--- config.mk ---
export PLATFORM = sky130hd
export DESIGN_NAME = echo_capture
export DESIGN_NICKNAME = d
export VERILOG_FILES = /design/src/rtl/echo_capture.sv
export SDC_FILE = /design/constraint.sdc
export NUM_CORES = 1
export LEC_CHECK = 0
export ABC_AREA = 1
export CAP_MARGIN = 20
export CORE_ASPECT_RATIO = 1.4
export CORE_MARGIN = 2
export CORE_UTILIZATION = 60
export DETAILED_ROUTE_END_ITERATION = 7
export PLACE_DENSITY = 0.8
export SLEW_MARGIN = 0
export SYNTH_ARGS = -nofsm -noshare
export SYNTH_HDL_FRONTEND = slang
export SYNTH_SLANG_ARGS = --single-unit
--- constraint.sdc ---
create_clock -name clk -period 2.7 [get_ports clk]
set_input_delay 0.54 -clock clk [delete_from_list [all_inputs] [get_ports clk]]
set_output_delay 0.54 -clock clk [all_outputs]
set_load 0.005 [all_outputs]
--- src/rtl/echo_capture.sv ---
// echo_capture: measures the high time of an asynchronous echo line in
// prescaled ticks, with a timeout in both the waiting and measuring phases.
// Optional glitch filter after the synchronizer: define ECHO_FILTER_EN.
module echo_capture #(
  parameter int CNT_W   = 16,
  parameter int DIV     = 50,
  parameter int TIMEOUT = 40000
) (
  input  logic             clk,
  input  logic             clr,
  input  logic             start,
  input  logic             echo,
  output logic [CNT_W-1:0] width,
  output logic             valid,
  output logic             busy,
  output logic             tmo
);

  localparam int PW = (DIV > 1) ? $clog2(DIV) : 1;
  localparam logic [PW-1:0]    PRESC_MAX = PW'(DIV - 1);
  localparam logic [CNT_W-1:0] CNT_LIMIT = CNT_W'(TIMEOUT);

  typedef enum logic [1:0] {
    IDLE    = 2'd0,
    ARMED   = 2'd1,
    MEASURE = 2'd2,
    DONE    = 2'd3
  } state_t;

  logic             syncMeta_q;
  logic             syncEcho_q;
  logic             echoClean;
  logic             prev_q;
  logic             rise_q;
  logic             fall_q;

  state_t           state_q;
  logic [PW-1:0]    presc_q;
  logic [PW-1:0]    presc_d;
  logic [CNT_W-1:0] cnt_q;
  logic [CNT_W-1:0] cnt_d;
  logic [CNT_W-1:0] res_q;
  logic             tmoFlag_q;
  logic [CNT_W-1:0] width_q;
  logic             valid_q;
  logic             busy_q;
  logic             tmo_q;
  logic             tick;
  logic             tmoHit;

  // Two-flop synchronizer bringing the raw echo into the clk domain.
  always_ff @(posedge clk or posedge clr) begin
    if (clr) begin
      syncMeta_q <= 1'b0;
      syncEcho_q <= 1'b0;
    end else begin
      syncMeta_q <= echo;
      syncEcho_q <= syncMeta_q;
    end
  end

`ifdef ECHO_FILTER_EN
  logic [1:0] hist_q;

  // History of the two previous synchronized samples used by the filter.
  always_ff @(posedge clk or posedge clr) begin
    if (clr) begin
      hist_q <= 2'b00;
    end else begin
      hist_q <= {hist_q[0], syncEcho_q};
    end
  end

  // The clean echo follows sync_echo only after three identical samples, otherwise holds.
  always_comb begin
    echoClean = prev_q;
    if ((syncEcho_q == hist_q[0]) && (hist_q[0] == hist_q[1])) begin
      echoClean = syncEcho_q;
    end
  end
`else
  assign echoClean = syncEcho_q;
`endif

  // Registered edge detection; the held copy also serves as the filter state.
  always_ff @(posedge clk or posedge clr) begin
    if (clr) begin
      prev_q <= 1'b0;
      rise_q <= 1'b0;
      fall_q <= 1'b0;
    end else begin
      prev_q <= echoClean;
      rise_q <= echoClean & ~prev_q;
      fall_q <= ~echoClean & prev_q;
    end
  end

  assign tick   = (presc_q == PRESC_MAX);
  assign tmoHit = tick && ((cnt_q + CNT_W'(1)) == CNT_LIMIT);

  // Next values of the prescaler and tick counter while time is running.
  always_comb begin
    presc_d = presc_q + PW'(1);
    cnt_d   = cnt_q;
    if (tick) begin
      presc_d = '0;
      cnt_d   = cnt_q + CNT_W'(1);
    end
  end

  // Measurement FSM with registered result, strobe and busy outputs.
  always_ff @(posedge clk or posedge clr) begin
    if (clr) begin
      state_q   <= IDLE;
      presc_q   <= '0;
      cnt_q     <= '0;
      res_q     <= '0;
      tmoFlag_q <= 1'b0;
      width_q   <= '0;
      valid_q   <= 1'b0;
      busy_q    <= 1'b0;
      tmo_q     <= 1'b0;
    end else begin
      valid_q <= 1'b0;
      case (state_q)
        IDLE: begin
          if (start) begin
            state_q <= ARMED;
            presc_q <= '0;
            cnt_q   <= '0;
            busy_q  <= 1'b1;
          end
        end
        ARMED: begin
          if (rise_q) begin
            state_q <= MEASURE;
            presc_q <= '0;
            cnt_q   <= '0;
          end else if (tmoHit) begin
            state_q   <= DONE;
            res_q     <= '1;
            tmoFlag_q <= 1'b1;
            busy_q    <= 1'b0;
          end else begin
            presc_q <= presc_d;
            cnt_q   <= cnt_d;
          end
        end
        MEASURE: begin
          if (tmoHit) begin
            state_q   <= DONE;
            res_q     <= '1;
            tmoFlag_q <= 1'b1;
            busy_q    <= 1'b0;
          end else if (fall_q) begin
            state_q   <= DONE;
            res_q     <= cnt_d;
            tmoFlag_q <= 1'b0;
            busy_q    <= 1'b0;
          end else begin
            presc_q <= presc_d;
            cnt_q   <= cnt_d;
          end
        end
        DONE: begin
          width_q <= res_q;
          tmo_q   <= tmoFlag_q;
          valid_q <= 1'b1;
          state_q <= IDLE;
        end
        default: begin
          state_q <= IDLE;
        end
      endcase
    end
  end

  assign width = width_q;
  assign valid = valid_q;
  assign busy  = busy_q;
  assign tmo   = tmo_q;

endmodule

==> summary.txt, run 1 <==
Outcome
  – Status: finished clean

Timing
  – Final worst-path cycle share: 0.8708
  – Fin. Hold Viols: 0
  – Setup TNS: 0 ns
  – Fin. max-slew vios: 0
  – RSZ-0062 raised after global routing: no
  – Post-route minimum period: 2.351 ns
  – Actual slew at the worst max-slew pin: 0.4751 ns
  – Max-slew headroom: 0.6828
  – Clk_skew: 0.007918 ns
  – Count of final setup violators: 0
  – Achievable Freq: 425.3 MHz

CTS
  – Clock Sinks: 65
  – Post-CTS sizing: 0
  – Insertion delay to the later sink of the worst-skew pair: 0.34 ns
  – # H-tree levels: 3
  – Post-CTS Setup Bufs: 0
  – Cts hold-fix bufs: 0
  – Reg clk slew, reported paths: 0.08 ns
  – TritonCTS buffer count: 9
  – CTS max path bufs: 2
  – CTS tree: yes
  – Clock Tree Root: clkbuf_8

Worst setup path
  – Startpoint types: flip-flop
  – Worst r2r path cells: 14
  – Reg-to-reg startpoint: cnt_q[1]
  – Setup CP Type: reg -> reg
  – Reg2reg end: res_q[7]
  – Crit path arrival time: 2.57 ns
  – Crit-path cells: ha_1 -> nand2_1 -> nor2_4 -> nand3_1 -> nand2_1 -> nand2_1 -> nor2_1 -> nand2_1 -> nor2_4 -> nand2_2 -> nand3_4 -> nand3_4 -> nand2_1 -> nand2_1
  – Worst Setup SP: cnt_q[1]
  – Most frequent CP cell: nand2_1
  – CP Max Fanout: 23
  – Crit path largest cell delay: 0.43 ns
  – CP top delay family: simple AND/OR/NAND/NOR gates
  – Critical Path RT: 2.92 ns
  – Buf/Inv on CP: 0
  – R2R setup slack: 0.35 ns
  – Crit path capture: res_q[7]
  – Worst path slowest cell: dfrtp_1
  – CP endpoint kind: flip-flop
  – Crit. path cell count: 14

GRT
  – First-pass GRT wire length: 13.84 mm
  – Vias in the first global route: 2992
  – GRT Util Overall: 0.2521
  – Global route overflow: 0
  – Pin count of the biggest net entering global routing: 45
  – Antenna violations before repair: 0

Yosys
  – Top_reg_cell synth: dfrtp_1
  – Async SR Flop Fraction: 1.000
  – Mapped Area: 3724 sq um
  – Gate Count Post-Synth: 483
  – #FFs+latches synth: 65
  – Count leader, synth: nand2_1
  – Synth Area per Inst: 7.709 sq um
  – Post-synth top cells: nand2_1 (183), dfrtp_1 (65), inv_1 (40)
  – Post-synth EDFFs: 0
  – Post-synth top area share: 0.4368
  – Mapped Nets: 495
  – Area leader, netlist: dfrtp_1
  – Sequential fraction of the synthesis area: 0.4368
  – Syn. warnings: 0
  – Count of unique library cells instantiated by Yosys: 33
  – Largest cells by area after synthesis: dfrtp_1 (44%), nand2_1 (18%), nand3_1 (4.6%), nand4_1 (4.2%), inv_1 (4.0%)

Routing
  – ANT nets after route: 0
  – Drt wl/cell: 13.56 microns
  – Post-Route WL: 7.865 mm
  – Starting DRT DRC Count: 147
  – Drt via density: 5.390
  – First drt pass iteration count: 5
  – Vias after detailed routing: 3126
  – Number of remaining DRC errors: 0

Place
  – Hpwl dp: 5.768 mm
  – DP Area: 3963 sq um
  – Routability cong.: 0.9116
  – PortBufs: 22

Cells and area
  – P&R area growth vs syn: 11.93%
  – Multi-input gate area: 1790 sq um
  – Final nets: 515
  – Fill cells: 536
  – Ratio of cells with drive above 1 in the final layout: 0.1339
  – Register area: 1627 sq um
  – Finished Cell Area: 4168 sq um
  – Antenna diodes: 0

Pwr
  – Pwr dens: 977.2 nW/um^2
  – Peak supply drop: 0.7186 mV
  – Static Leak: 1.959 nW

Die
  – Initial core utilization: 0.6078
  – Rows: 34
  – Die H: 97.21 microns
  – Core ar.: 6126 sq um
  – Die Wd: 70.58 microns
  – Die Footprint: 6861 sq um
  – # IOs: 23

Job
  – MaxCap Viol Count: 0

Worst hold path
  – Worst Hold Class: reg -> reg
-- flip-flops by register name, summed over array words and instances, names as in the netlist --
| signal | cells |
|---|---|
| cnt_q | 16 |
| res_q | 16 |
| width | 16 |
| presc_q | 6 |
| state_q | 2 |
| busy | 1 |
| echoClean | 1 |
| fall_q | 1 |
| prev_q | 1 |
| rise_q | 1 |
| syncMeta_q | 1 |
| tmo | 1 |
| tmoFlag_q | 1 |
| valid | 1 |
-- kinds of logic after synthesis --
family	count (synthesis)	synth area share
DFF	65	0.4368
adders and majority gates	8	0.02688
and+or+nand+nor	306	0.3878
AOI/OAI and AO/OA	38	0.05477
buffers and inverters	62	0.08232
xor gates and xnor gates	4	0.01143
-- metal layers --
layer / routed length [microns] / track usage / share of wire / vias to the layer above
met5: 0 / 0 / 0 / -
met4: 213 / 0.1045 / 0.027 / 0
met3: 311 / 0.04876 / 0.040 / 17
met2: 4037 / 0.4253 / 0.51 / 84
met1: 3302 / 0.3146 / 0.42 / 1435
li1: - / - / - / 1590
-- placed cells by master (no fill, tap or decap) --
cell	netlist	layout
ha_1	8	8
xor2_1	3	3
buf_4	2	5
nor3_1	1	1
inv_1	40	39
nand3b_1	2	2
clkbuf_8	1	10
or2_2	11	11
buf_12	1	2
clkinv_1	2	2
nor2_2	2	2
nand3_1	34	34
a211o_1	1	1
clkinv_4	0	2
dfrtp_1	65	65
xor2_2	1	1
nor2_1	18	18
o21ai_0	10	10
nand3_4	2	2
bufinv_16	0	1
o21a_1	2	2
o21ai_1	23	23
o21bai_1	2	2
nand2_1	183	183
clkdlybuf4s50_1	0	22
clkinv_2	0	1
clkinvlp_4	0	2
nand4_1	25	25
nand4_2	1	1
nand3_2	4	4
inv_2	0	1
nor2_4	6	6
nand2_2	17	17
-- metrics by stage --
stage | hold slack (ns) | power (W) | util | setup WS (ns) | instances
6_report | 0.3490 | 0.004073 | 0.6804 | 0.3489 | 580
5_1_grt | 0.3573 | 0.004420 | 0.6804 | 0.01634 | 580
4_1_cts | 0.3553 | 0.004104 | 0.6804 | 0.3281 | 580
3_5_place_dp | 0.3457 | 0.003251 | 0.6469 | 0.3510 | 564
3_3_place_gp | 0.3354 | 0.003180 | 0.6469 | 0.4331 | 564
2_1_floorplan | 0.3312 | 0.002781 | - | 0.5335 | 483
-- power breakdown --
part / switching (W) / internal, W / total, W
clock network: 0.000384 / 0.000453 / 0.000837
logic: 0.00105 / 0.000711 / 0.00176
registers: 0.000186 / 0.00129 / 0.00147
total: 0.00162 / 0.00245 / 0.00407
-- how the worst min path moves through the flow --
stage / from / to / depth (start not counted)
floorplan: syncMeta_q / echoClean / 0
global placement: syncMeta_q / echoClean / 0
detailed placement: syncMeta_q / echoClean / 0
CTS: syncMeta_q / echoClean / 0
global route: syncMeta_q / echoClean / 0
finish: syncMeta_q / echoClean / 0
-- final cells by class --
type	instances	area share
inverters	42	0.03783
clock buffers	10	0.03302
repair buffers	29	0.07145
clock inverters	6	0.01621
well taps	72	0.02162
multi-input cells	356	0.4296
flip-flops and latches	65	0.3903
Note: power is estimated with default switching activity, not from simulation.
==> run 2, diff against run 1 <==
Settings changed: TNS_END_PERCENT set to 1.
==> results of run 2 <==
The final DEF is identical to that of run 1; final timing and power are the same.
